$ cat config.mk
export PLATFORM = sky130hd
export DESIGN_NAME = pc_delay_requester_flat
export DESIGN_NICKNAME = d
export VERILOG_FILES = /design/src/rtl/pc_delay_requester_if.sv /design/src/rtl/pc_delay_requester.sv /design/src/flat_wrapper.sv
export SDC_FILE = /design/constraint.sdc
export NUM_CORES = 1
export LEC_CHECK = 0
export BUFFER_PORTS_ARGS = -buffer_cell sky130_fd_sc_hd__buf_2
export CORE_MARGIN = 2
export CORE_UTILIZATION = 41
export CTS_CLUSTER_SIZE = 20
export DETAILED_ROUTE_END_ITERATION = 12
export GPL_ROUTABILITY_DRIVEN = 0
export PLACE_DENSITY = 0.61
export SYNTH_ARGS = -nofsm -noshare
export SYNTH_HDL_FRONTEND = slang
export SYNTH_SLANG_ARGS = --single-unit
$ cat constraint.sdc
create_clock -name clk -period 2.5 [get_ports clk]
set_input_delay 0.25 -clock clk [delete_from_list [all_inputs] [get_ports clk]]
set_output_delay 0.25 -clock clk [all_outputs]
set_load 0.01 [all_outputs]
$ cat src/rtl/pc_delay_requester_if.sv
// rtl/pc_delay_requester_if.sv - request/response signals between PC sequencer, its controller and the delay counter
interface pc_delay_requester_if #(
    parameter int PC_WIDTH = 8
);
    logic                stallReq;
    logic                pcLoad;
    logic [PC_WIDTH-1:0] pcLoadVal;
    logic                pcEn;
    logic                delayEn;
    logic [PC_WIDTH-1:0] pc;
    logic                busy;
    logic                timeout;

    modport master (
        output stallReq, pcLoad, pcLoadVal, pcEn,
        input  delayEn, pc, busy, timeout
    );

    modport slave (
        input  stallReq, pcLoad, pcLoadVal, pcEn,
        output delayEn, pc, busy, timeout
    );
endinterface

$ cat src/rtl/pc_delay_requester.sv
// rtl/pc_delay_requester.sv - program counter that can pause for an external delay-counter handshake
module pc_delay_requester #(
    parameter int                  PC_WIDTH     = 8,
    parameter logic [PC_WIDTH-1:0] RESET_PC     = '0,
    parameter int                  ACK_TIMEOUT  = 15,
    parameter int                  DONE_TIMEOUT = 1023
) (
    input logic                 clk,
    input logic                 rst_n,
    pc_delay_requester_if.slave bus
);
    typedef enum logic [2:0] {
        S_IDLE,
        S_REQ,
        S_WAIT,
        S_DONE,
        S_COOL
    } state_t;

    localparam logic [9:0] ACK_LIMIT  = 10'(ACK_TIMEOUT);
    localparam logic [9:0] DONE_LIMIT = 10'(DONE_TIMEOUT);
    localparam logic [9:0] TIMER_MAX  = '1;

    state_t              state;
    state_t              state_nxt;
    logic [9:0]          timer;
    logic [9:0]          timer_nxt;
    logic [9:0]          timer_inc;
    logic [PC_WIDTH-1:0] pc_q;
    logic [PC_WIDTH-1:0] pc_nxt;
    logic                timeout_q;
    logic                timeout_nxt;
    logic                delay_en_q;
    logic                pc_en_meta;
    logic                pc_en_s;

    // pcEn comes from another clock domain; synchronizer idles high (counter not running)
    always_ff @(posedge clk or negedge rst_n) begin
        if (!rst_n) begin
            pc_en_meta <= 1'b1;
            pc_en_s    <= 1'b1;
        end else begin
            pc_en_meta <= bus.pcEn;
            pc_en_s    <= pc_en_meta;
        end
    end

    always_ff @(posedge clk or negedge rst_n) begin
        if (!rst_n) begin
            state      <= S_IDLE;
            timer      <= '0;
            pc_q       <= RESET_PC;
            timeout_q  <= 1'b0;
            delay_en_q <= 1'b0;
        end else begin
            state      <= state_nxt;
            timer      <= timer_nxt;
            pc_q       <= pc_nxt;
            timeout_q  <= timeout_nxt;
            delay_en_q <= (state_nxt == S_REQ) || (state_nxt == S_WAIT);
        end
    end

    assign timer_inc = (timer == TIMER_MAX) ? timer : timer + 10'd1;

    always_comb begin
        state_nxt   = state;
        timer_nxt   = timer;
        pc_nxt      = pc_q;
        timeout_nxt = timeout_q;
        unique case (state)
            S_IDLE: begin
                if (bus.pcLoad) begin
                    pc_nxt = bus.pcLoadVal;
                end else if (bus.stallReq) begin
                    timer_nxt = '0;
                    state_nxt = S_REQ;
                end else begin
                    pc_nxt = pc_q + PC_WIDTH'(1);
                end
            end
            S_REQ: begin
                if (!pc_en_s) begin
                    timer_nxt = '0;
                    state_nxt = S_WAIT;
                end else if (timer >= ACK_LIMIT) begin
                    timeout_nxt = 1'b1;
                    state_nxt   = S_DONE;
                end else begin
                    timer_nxt = timer_inc;
                end
            end
            S_WAIT: begin
                if (pc_en_s) begin
                    state_nxt = S_DONE;
                end else if (timer >= DONE_LIMIT) begin
                    timeout_nxt = 1'b1;
                    state_nxt   = S_DONE;
                end else begin
                    timer_nxt = timer_inc;
                end
            end
            // single advance per stall, then one quiet cycle so delayEn stays low >= 2 cycles
            S_DONE: begin
                pc_nxt    = pc_q + PC_WIDTH'(1);
                state_nxt = S_COOL;
            end
            S_COOL: begin
                state_nxt = S_IDLE;
            end
            default: begin
                state_nxt = S_IDLE;
            end
        endcase
    end

    assign bus.delayEn = delay_en_q;
    assign bus.pc      = pc_q;
    assign bus.busy    = (state != S_IDLE);
    assign bus.timeout = timeout_q;
endmodule

$ cat src/flat_wrapper.sv
// flat-port wrapper written by rule: the top's interface ports become plain ports
module pc_delay_requester_flat 
#(
    parameter int                  PC_WIDTH     = 8,
    parameter logic [PC_WIDTH-1:0] RESET_PC     = '0,
    parameter int                  ACK_TIMEOUT  = 15,
    parameter int                  DONE_TIMEOUT = 1023
)
  (clk, rst_n, bus_stallReq, bus_pcLoad, bus_pcLoadVal, bus_pcEn, bus_delayEn, bus_pc, bus_busy, bus_timeout);
  pc_delay_requester_if #(.PC_WIDTH(PC_WIDTH)) bus_i ();
  input logic clk;
  input logic rst_n;
  input wire logic [$bits(bus_i.stallReq)-1:0] bus_stallReq;
  input wire logic [$bits(bus_i.pcLoad)-1:0] bus_pcLoad;
  input wire logic [$bits(bus_i.pcLoadVal)-1:0] bus_pcLoadVal;
  input wire logic [$bits(bus_i.pcEn)-1:0] bus_pcEn;
  output wire logic [$bits(bus_i.delayEn)-1:0] bus_delayEn;
  output wire logic [$bits(bus_i.pc)-1:0] bus_pc;
  output wire logic [$bits(bus_i.busy)-1:0] bus_busy;
  output wire logic [$bits(bus_i.timeout)-1:0] bus_timeout;
  assign bus_i.stallReq = bus_stallReq;
  assign bus_i.pcLoad = bus_pcLoad;
  assign bus_i.pcLoadVal = bus_pcLoadVal;
  assign bus_i.pcEn = bus_pcEn;
  assign bus_delayEn = bus_i.delayEn;
  assign bus_pc = bus_i.pc;
  assign bus_busy = bus_i.busy;
  assign bus_timeout = bus_i.timeout;
  pc_delay_requester #(.PC_WIDTH(PC_WIDTH), .RESET_PC(RESET_PC), .ACK_TIMEOUT(ACK_TIMEOUT), .DONE_TIMEOUT(DONE_TIMEOUT)) u_core (.clk(clk), .rst_n(rst_n), .bus(bus_i));
endmodule
## Word level (Yosys, flattened, before mapping)

Cells that the tools add are included.

| word-level totals | value |
|---|---|
| flip-flop bits (word level) | 25 |
| input port bits | 13 |
| output and inout bits | 11 |
| logic and storage cells | 58 |

| cells by class | value |
|---|---|
| add/subtract/negate cells | 2 |
| magnitude comparators | 2 |
| eq/ne operators | 15 |
| muxes and demuxes | 23 |
| reductions and logical operators | 9 |

Operator list:

| cell | number |
|---|---|
| $mux 10 | 7 |
| $pmux 10 s3 | 1 |
| $mux 3 | 6 |
| $mux 8 | 2 |
| $pmux 8 s2 | 1 |
| $pmux 3 s4 | 1 |
| $add 10x1->10 const B | 1 |
| $eq 10x10->1 const B | 1 |
| $ge 10x10->1 const B | 1 |
| $ge 10x4->1 const B | 1 |
| $eq 3x2->1 const B | 3 |
| $add 8x1->8 const B | 1 |
| $ne 2x2->1 const B | 4 |
| $eq 3x1->1 const B | 2 |
| $ne 2x1->1 const B | 3 |
| $ne 3x3->1 const B | 2 |
| $reduce_and 6->1 | 1 |
| $reduce_bool 3->1 | 2 |
| $reduce_and 5->1 | 1 |
| $mux 1 | 4 |
| $reduce_bool 2->1 | 2 |
| $logic_not 3->1 | 1 |
| $pmux 1 s2 | 1 |
| $reduce_and 2->1 | 1 |
| $logic_or 1x1->1 | 1 |

## Longest topological paths before layout

Gate-level depths: netlist (run 1).

| logic depth | value |
|---|---|
| depth in word-level cells | 6 |
| mapped depth | 7 |
| gate-level depth less buffers | 6 |

## Worst setup path after synthesis (run 1)

No wires, ideal clock.

| timing path | value |
|---|---|
| path kind | flip-flop to flip-flop |
| start | register u_core.timer[0] |
| end | register u_core.timer[2] |
| setup time | 77 ps |
| arrival time | 1,711 ps |
| setup slack | 712 ps |
| stages on the path, launching flop included | 7 |
| clock period less this slack | 1,788 ps |
| path through | dfrtp_1 -> ha_1 -> nand3_1 -> a41oi_1 -> a221o_1 -> or3_1 -> a21oi_1 |

| on the way | value |
|---|---|
| word-level cells in the longest chain between the ends | 5 |
| elaborated cells between the ends (all ways) | 13 |
| classes of those cells | add/sub: 1; order compare: 2; eq/ne: 3; mux: 6; reduce/logical: 1 |

RTL lines:

| element | RTL line | text |
|---|---|---|
| from (decl) | pc_delay_requester.sv:26 | `logic [9:0] timer;` |
| from (signal assigned) | pc_delay_requester.sv:57 | `timer <= timer_nxt;` |
| $add 10x1->10 / $eq 10x10->1 (equally long branches) | pc_delay_requester.sv:64 | `assign timer_inc = (timer == TIMER_MAX) ? timer : timer + 10'd1;` |
| $mux 10 | pc_delay_requester.sv:64 |  |
| $mux 10 (on tied branches) | pc_delay_requester.sv:96, pc_delay_requester.sv:86 |  |
| $mux 10 (on tied branches) | pc_delay_requester.sv:94, pc_delay_requester.sv:83 |  |
| $pmux 10 s3 | pc_delay_requester.sv:71 | `unique case (state)` |

Several ways; a longest one is shown, not always the timed one. The select of a mux whose other input is x is not followed.
A chain may end at the register's enable or synchronous reset.

## Worst setup path in the final report (run 1)

Same ends and word-level chain as after synthesis.

==> flow_summary.yaml, run 1 <==
final_layout:
  fin_cells: 230
  multi_input_area_um2: 739
  stdcell_area_um2: 1630
  nNetsFinal: 200
  utilization_pct: 48.4
  fillers: 347
  diodes: 0
  area_delta_synth_final_pct: 12.6
  final-seq-area_um2: 628
  drive_gt1_share_pct: 24.5
cts:
  cts_buffer_depth: 2
  numCtsBuffers: 3
  clock_latency_ps: 310
  tritoncts: "yes"
  cts_resized: 0
  cts_sinks: 25
  cts-root-buf: "clkbuf_4"
  post_cts_buffers: 0
  h-tree-depth: 1
  path_clk_slew_ps: 130
placed_design:
  io_buffers: 23
  post-place-ws_ps: 540
  hpwl_um: 2180
  placedCellCount: 224
  placed_cell_area_um2: 1580
drt:
  drc: 0
  first_pass_iters: 4
  wl_um: 2940
  postRouteAntennaNets: 0
  post_drt_wl_per_cell_um: 12.8
  viasPerCell: 5.38
  drt_iter0_drc: 46
  dr_total_vias: 1238
power:
  p_int_mw: 0.937
  irDropWorstVdd_mv: 0.406
  power_mw: 1.65
  seqPwrFrac_pct: 41.0
  p_comb_share_pct: 48.3
  power.density_nw_per_um2: 1010
  leakage_nw: 0.726
  clkPwrFrac_pct: 10.7
  swShare_pct: 43.2
  p_sw_mw: 0.712
synthesis:
  syn_area_per_cell_um2: 9.03
  ys_async_sr_fraction_pct: 100
  yosysWarnings: 0
  netlist_instances: 160
  ys_seq_area_share_pct: 43.5
  syn_area_um2: 1450
  synth_seq_cells: 25
  synthFlopType: "dfrtp_1"
  syn_nets: 175
  synth_edf_count: 0
  synth.distinct_cells: 46
grt:
  grt_pass1_vias: 1162
  antenna_found_initial: 0
  grt_max_degree: 26
  grt.total_usage_pct: 15.8
  grt_first_pass_wirelength_um: 5190
  overflow: 0
floorplanning:
  start_util_pct: 43.0
  ios: 24
  coreArea_um2: 3360
  die_h_um: 63.4
  die-area_um2: 4020
  core.rowCount: 21
  die_width_um: 63.4
hold_path:
  min_path_type: "primary input to flop"
timing:
  fmax_mhz: 509
  finalSetupTns_ps: 0
  relSlewSlack_pct: 61.6
  hold_viol_final: 0
  setup_viol: 0
  report.final.slew_viol_count: 0
  post-route-min-period_ps: 1960
  fin_crit_sh_pct: 78.6
  setup_ws_ps: 536
  fin_hold_ws_ps: 232
  rsz0062_at_grt: "no"
  skew_ps: 3.39
  tightest_slew_ps: 572
critical_path:
  crit_family: "compound AO/OA/AOI/OAI gates"
  path_max_fanout: 6
  startpoint_type: "flop"
  critPathArrivalTime_ps: 2200
  end_kind: "flop"
  cp.required_ps: 2740
  slowest_delay_ps: 420
  slowest_stage: "dfrtp_1"
  crit_type: "flop to flop"
  crit_chain: "ha_1 > nand3_1 > a41oi_1 > a221o_1 > or3_1 > a21oi_1"
  cp_num_buf_inv: 0
job:
  cap_violations: 0
run_status:
  outcome: "complete, no violations"
-- cells in the mapped netlist (all sizes together), types with 2 or more instances --
cell type,count,area share [%]
a311oi,2,1.2
nand2,17,4.4
mux2,3,2.3
o21ai,7,2.4
a41oi,2,1.2
or3,3,1.3
nand2b,5,2.3
dfstp,2,3.6
mux2i,2,1.4
a21o,2,1.0
o22ai,4,1.7
nand3,9,3.1
and3,4,1.9
inv,7,1.8
ha,2,1.7
nor2,12,3.5
clkbuf,4,2.5
nor2b,3,1.3
a21oi,26,9.3
a31o,2,1.2
buf,3,1.0
a221o,2,1.4
dfrtp,23,40
-- logic make-up after synthesis --
kind of cell | synth area share [%]
AO/OA/AOI/OAI | 24.2
XOR/XNOR | 0.606
adder cells (fa/ha/maj) | 1.73
buffers and inverters | 5.37
flip-flops | 43.5
multiplexers | 3.72
AND/OR/NAND/NOR | 21.0
-- power by group through the flow --
stage               clock network [mW]  registers [mW]  logic (mW)
global placement                     0           0.674       0.785
finish                           0.177           0.675       0.797
floorplan                            0           0.654       0.606
global route                     0.208           0.701       0.896
CTS                              0.188           0.678       0.806
detailed placement                   0           0.684       0.803
-- layout make-up --
cell class	instances	area share, %
well taps	46	3.54
repair buffers	27	9.22
clock buffers	4	1.61
flip-flops and latches	25	38.6
multi-input cells	121	45.4
inverters	7	1.61
-- placed cells by master, fill, tap and decap left out, types with 2 or more instances in the layout --
cell type	count
a21o_1	2
a21oi_1	25
a221o_1	2
a311oi_1	2
a31o_2	2
a41oi_1	2
and3_1	2
and3_2	2
buf_2	23
buf_4	2
clkbuf_4	3
dfrtp_1	23
dfstp_2	2
dlygate4sd3_1	2
ha_1	2
inv_1	5
inv_2	2
mux2_2	2
mux2i_1	2
nand2_1	17
nand2b_1	4
nand3_1	9
nor2_1	10
nor2_2	2
nor2b_1	3
o21ai_0	3
o21ai_1	4
o22ai_1	4
or3_1	3
-- final timing paths --
kind                                              from                           end  slack (ps)  depth (start not counted)
setup / recovery           u_core.timer[0]$_DFFE_PN0P_   u_core.timer[2]$_DFFE_PN0P_         540                          6
hold / removal                        bus_pcLoadVal[3]  u_core.bus.pc[3]$_DFFE_PN0P_         230                          3
setup reg to reg           u_core.timer[0]$_DFFE_PN0P_   u_core.timer[2]$_DFFE_PN0P_         540                          6
hold reg to reg            u_core.pc_en_meta$_DFF_PN1_      u_core.pc_en_s$_DFF_PN1_         360                          0
max in group asynchronous                        rst_n      u_core.pc_en_s$_DFF_PN1_        1680                          2
min in group asynchronous                        rst_n   u_core.timer[8]$_DFFE_PN0P_         450                          2
-- flip-flops by register name, summed over array words and instances, names as in the netlist --
| name | count |
|---|---|
| u_core.state | 3 |
| u_core.timer | 10 |
| u_core.pc_en_s | 1 |
| u_core.bus.delayEn | 1 |
| u_core.pc_en_meta | 1 |
| u_core.bus.pc | 8 |
| u_core.bus.timeout | 1 |
-- layer usage --
| layer | routed length [µm] | share of wire, % | track usage, % |
|---|---|---|---|
| met3 | 86 | 2.9 | 1.79 |
| met4 | 22 | 0.75 | 4.89 |
| met2 | 1350 | 46 | 25.7 |
| met5 | 0 | 0 | 0 |
| met1 | 1480 | 50 | 22.0 |
-- tightest hold or removal path, cell delays in order --
cell	delay (ps)
buf_2	80
o21ai_1	60
a21oi_1	130
-- timing repair --
| item | 4_1_cts | 5_1_grt |
|---|---|---|
| setup endpoints to repair | 0 | 0 |
| hold buffers | 1 | 1 |
| endpoints found under the hold margin | 23 | 1 |
Power figures use the tool's default switching activity.
==> run 2: changes to the inputs <==
==> constraint.sdc (replaced) <==
create_clock -name clk -period 1.9 [get_ports clk]
set_input_delay 0.19 -clock clk [delete_from_list [all_inputs] [get_ports clk]]
set_output_delay 0.19 -clock clk [all_outputs]
set_load 0.01 [all_outputs]
==> flow_summary.yaml, run 2 (synthesis results as in run 1) <==
critical_path:
  rrSetupSlack_ps: 50
  cp_common_cell: "a221o_1"
  worst_r2r_endpoint: "u_core.timer[4]$_DFFE_PN0P_"
  startpoint_type: "flop"
  crit_chain: "nor2_2 > a221o_1 > a221o_1 > or3_1 > a21oi_1"
  cp.required_ps: 2140
  critPathArrivalTime_ps: 2090
  timing.rr.start: "u_core.state[1]$_DFF_PN0_"
  slowest_delay_ps: 590
  crit_type: "flop to flop"
  r2r_cells: 5
  crit_family: "compound AO/OA/AOI/OAI gates"
  cp_num_buf_inv: 0
  end_kind: "flop"
  slowest_stage: "dfrtp_1"
  path_max_fanout: 11
drt:
  drt_iter0_drc: 75
  dr_total_vias: 1312
  postRouteAntennaNets: 0
  viasPerCell: 5.56
  post_drt_wl_per_cell_um: 13.1
  first_pass_iters: 4
  wl_um: 3090
  drc: 0
cts:
  numCtsBuffers: 3
  tritoncts: "yes"
  h-tree-depth: 1
  path_clk_slew_ps: 130
  cts-root-buf: "clkbuf_4"
  clock_latency_ps: 310
  cts_buffer_depth: 2
  cts_sinks: 25
timing:
  fin_crit_sh_pct: 97.5
  hold_viol_final: 0
  skew_ps: 7.62
  rsz0062_at_grt: "yes"
  setup_viol: 0
  tightest_slew_ps: 553
  fin_hold_ws_ps: 164
  setup_ws_ps: 48.0
  fmax_mhz: 540
  post-route-min-period_ps: 1850
  report.final.slew_viol_count: 0
  relSlewSlack_pct: 63.1
floorplanning:
  die_h_um: 63.4
  start_util_pct: 43.0
  core.rowCount: 21
  die_width_um: 63.4
  ios: 24
  die-area_um2: 4020
  coreArea_um2: 3360
hold_path:
  min_to: "u_core.bus.pc[0]$_DFFE_PN0P_"
  holdCritStartpoint: "bus_pcLoadVal[0]"
  hold_depth: 3
  min_path_type: "primary input to flop"
grt:
  grt_max_degree: 26
  antenna_found_initial: 0
  overflow: 0
  grt_pass1_vias: 1193
  grt_first_pass_wirelength_um: 5240
  grt.total_usage_pct: 16.0
power:
  power.density_nw_per_um2: 1310
  leakage_nw: 0.763
  p_int_mw: 1.27
  p_sw_mw: 0.966
  swShare_pct: 43.2
  power_mw: 2.24
  irDropWorstVdd_mv: 0.680
  p_comb_share_pct: 49.7
  clkPwrFrac_pct: 10.2
  seqPwrFrac_pct: 40.1
placed_design:
  hpwl_um: 2280
  io_buffers: 23
  post-place-ws_ps: 17.8
final_layout:
  layout_common_cells: "25 x a21oi_1, 23 x buf_2, 21 x dfrtp_1, 17 x nand2_1, 10 x nor2_1"
  largest_reg_flops: 10
  drive_gt1_share_pct: 30.5
  top_register: "u_core.timer"
  utilization_pct: 50.8
  nNetsFinal: 206
  layout_commonest_cell: "a21oi_1"
  area_delta_synth_final_pct: 18.2
  diodes: 0
run_status:
  outcome: "complete, no violations"
job:
  cap_violations: 0
-- run 2: per-layer routing --
layer | vias to the layer above | track usage, % | part of all wire, %
li1 | 646 | - | -
met1 | 629 | 21.8 | 46
met2 | 35 | 26.6 | 48
met3 | 2 | 1.61 | 4.5
met4 | 0 | 5.16 | 0.62
met5 | - | 0 | 0
-- run 2: metrics by stage --
| step | setup TNS (ps) | instances | instance area [µm²] |
|---|---|---|---|
| 2_1_floorplan | 0 | 160 | 1450 |
| 3_3_place_gp | 0 | 228 | 1610 |
| 3_5_place_dp | 0 | 228 | 1610 |
| 4_1_cts | 0 | 235 | 1670 |
| 5_1_grt | -102 | 236 | 1710 |
| 6_report | 0 | 236 | 1710 |
-- run 2: timing repair --
action	CTS	global route
setup endpoints to repair	1	6
hold buffers	2	0
gates resized for setup	1	8
hold endpoints to repair	24	0
buffers inserted	1	1
pin swaps	1	6
-- run 2: cell type report --
class                      count  area (µm²)
multi-input combinational    121         771
clock buffer                   3        22.5
sequential                    25         631
tap                           46        57.6
timing repair buffer          33         195
clock inverter                 1        5.00
inverter                       7        26.3
fill                         357        1660
-- run 2: how the worst max path moves through the flow --
stage	cells after the start	end	slack, ps	start
6_report	5	u_core.timer[4]$_DFFE_PN0P_	50	u_core.state[1]$_DFF_PN0_
5_1_grt	5	u_core.timer[4]$_DFFE_PN0P_	-40	u_core.timer[5]$_DFFE_PN0P_
4_1_cts	5	u_core.timer[4]$_DFFE_PN0P_	3	u_core.timer[4]$_DFFE_PN0P_
3_5_place_dp	5	u_core.timer[4]$_DFFE_PN0P_	20	u_core.timer[5]$_DFFE_PN0P_
3_3_place_gp	5	u_core.timer[4]$_DFFE_PN0P_	130	u_core.timer[8]$_DFFE_PN0P_
2_1_floorplan	6	u_core.timer[2]$_DFFE_PN0P_	110	u_core.timer[0]$_DFFE_PN0P_
-- run 2: worst reg2reg max path, cell delays in order (launching register included) --
cell and delay, ps:
dfrtp_1 590, nor2_2 110, a221o_1 320, a221o_1 300, or3_1 320, a21oi_1 140
-- run 2: power by group through the flow --
stage	logic [mW]	clock network (mW)	registers [mW]
floorplan	0.797	0	0.860
global placement	1.06	0	0.891
detailed placement	1.09	0	0.900
CTS	1.10	0.256	0.892
global route	1.25	0.274	0.934
finish	1.11	0.227	0.897
==> run 3: changes to the inputs <==
--- a/config.mk
+++ b/config.mk
@@ -7,11 +7,11 @@
 export LEC_CHECK = 0
 export BUFFER_PORTS_ARGS = -buffer_cell sky130_fd_sc_hd__buf_2
 export CORE_MARGIN = 2
-export CORE_UTILIZATION = 41
+export CORE_UTILIZATION = 40
 export CTS_CLUSTER_SIZE = 20
 export DETAILED_ROUTE_END_ITERATION = 12
 export GPL_ROUTABILITY_DRIVEN = 0
-export PLACE_DENSITY = 0.61
+export PLACE_DENSITY = 0.6
 export SYNTH_ARGS = -nofsm -noshare
 export SYNTH_HDL_FRONTEND = slang
 export SYNTH_SLANG_ARGS = --single-unit
==> constraint.sdc (replaced) <==
create_clock -name clk -period 2.2 [get_ports clk]
set_input_delay 0.22 -clock clk [delete_from_list [all_inputs] [get_ports clk]]
set_output_delay 0.22 -clock clk [all_outputs]
set_load 0.01 [all_outputs]
==> flow_summary.yaml, run 3 (synthesis results as in run 1) <==
placed_design:
  placedCellCount: 225
  hpwl_um: 2240
  placed_cell_area_um2: 1590
  io_buffers: 23
cts:
  numCtsBuffers: 3
  h-tree-depth: 1
  path_clk_slew_ps: 130
  clock_latency_ps: 310
  cts_sinks: 25
  tritoncts: "yes"
  cts_buffer_depth: 2
  cts-root-buf: "clkbuf_4"
power:
  p_sw_mw: 0.811
  irDropWorstVdd_mv: 0.551
  leakage_nw: 0.731
  clkPwrFrac_pct: 10.7
  p_comb_share_pct: 48.7
  swShare_pct: 43.0
  power_mw: 1.88
  p_int_mw: 1.07
  power.density_nw_per_um2: 1150
  seqPwrFrac_pct: 40.6
floorplanning:
  die_width_um: 64.1
  core.rowCount: 21
  die_h_um: 64.1
  start_util_pct: 42.3
  coreArea_um2: 3420
  die-area_um2: 4110
  ios: 24
hold_path:
  min_path_type: "primary input to flop"
drt:
  post_drt_wl_per_cell_um: 12.8
  dr_total_vias: 1276
  wl_um: 2960
  first_pass_iters: 5
  postRouteAntennaNets: 0
  drc: 0
  drt_iter0_drc: 133
  viasPerCell: 5.52
grt:
  overflow: 0
  grt_pass1_vias: 1214
  grt.total_usage_pct: 16.0
  grt_max_degree: 26
  grt_first_pass_wirelength_um: 5300
  antenna_found_initial: 0
final_layout:
  diodes: 0
  fillers: 348
  fin_cells: 231
  utilization_pct: 47.9
  drive_gt1_share_pct: 24.9
  top_register: "u_core.timer"
  area_delta_synth_final_pct: 13.2
  nNetsFinal: 201
  largest_reg_flops: 10
  layout_common_cells: "25 x a21oi_1, 23 x buf_2, 23 x dfrtp_1, 17 x nand2_1, 10 x nor2_1"
  stdcell_area_um2: 1640
  layout_commonest_cell: "a21oi_1"
run_status:
  outcome: "complete, no violations"
timing:
  hold_viol_final: 0
  report.final.slew_viol_count: 0
  fmax_mhz: 508
  post-route-min-period_ps: 1970
  tightest_slew_ps: 542
  rsz0062_at_grt: "no"
  skew_ps: 3.90
  relSlewSlack_pct: 63.9
  fin_crit_sh_pct: 89.5
  setup_viol: 0
  finalSetupTns_ps: 0
critical_path:
  startpoint_type: "flop"
  path_max_fanout: 6
  slowest_stage: "dfrtp_1"
  crit_type: "flop to flop"
  end_kind: "flop"
  slowest_delay_ps: 430
  cp.required_ps: 2450
  rrSetupSlack_ps: 230
  crit_chain: "ha_1 > nand3_1 > a41oi_1 > a221o_1 > or3_1 > a21oi_1"
  critPathArrivalTime_ps: 2220
job:
  cap_violations: 0
## run 3: metrics by stage
| stage | hold slack, ps | setup slack (ps) |
|---|---|---|
| detailed placement | 243 | 278 |
| global route | 192 | 88.4 |
| finish | 194 | 230 |
| global placement | 241 | 347 |
| floorplan | -75.6 | 412 |
| CTS | 185 | 246 |
## run 3: final timing paths
check                                            start                           end  cells past startpoint
setup reg to reg           u_core.timer[0]$_DFFE_PN0P_   u_core.timer[2]$_DFFE_PN0P_                      6
setup / recovery           u_core.timer[0]$_DFFE_PN0P_   u_core.timer[2]$_DFFE_PN0P_                      6
max in group asynchronous                        rst_n   u_core.pc_en_meta$_DFF_PN1_                      2
hold reg to reg            u_core.pc_en_meta$_DFF_PN1_      u_core.pc_en_s$_DFF_PN1_                      0
hold / removal                        bus_pcLoadVal[0]  u_core.bus.pc[0]$_DFFE_PN0P_                      3
min in group asynchronous                        rst_n  u_core.bus.delayEn$_DFF_PN0_                      2
## run 3: final cells by class
class                      count  area, µm²  area share (%)
clock buffer                   4       26.3            1.61
inverter                       7       26.3            1.61
multi-input combinational    121        739            45.2
sequential                    25        628            38.4
tap                           46       57.6            3.52
timing repair buffer          28        158            9.64
## run 3: worst max-delay path, delay by kind of cell, from the launching register on
kind	cells	cell delay [ps]
flip-flops	1	430
AND/OR/NAND/NOR	2	510
adder cells (fa/ha/maj)	1	240
AO/OA/AOI/OAI	3	730
## run 3: repair_timing
item,in CTS,in global routing
hold buffers,2,0
endpoints found under the hold margin,24,0
resized for setup,0,0
setup buffers,0,0
## run 3: power groups by stage
stage               logic, mW  registers, mW  clock network, mW
floorplan               0.688          0.743                  0
global placement        0.905          0.767                  0
detailed placement      0.918          0.775                  0
CTS                     0.926          0.765              0.215
global route             1.05          0.797              0.241
finish                  0.918          0.765              0.202
## run 3: routing by layer
metal,GRT usage (%),vias to the layer above,part of all wire [%]
met5,0,-,0
met4,6.65,0,0.74
met3,2.82,2,5.9
met2,25.5,45,47
met1,21.5,590,47
li1,-,639,-
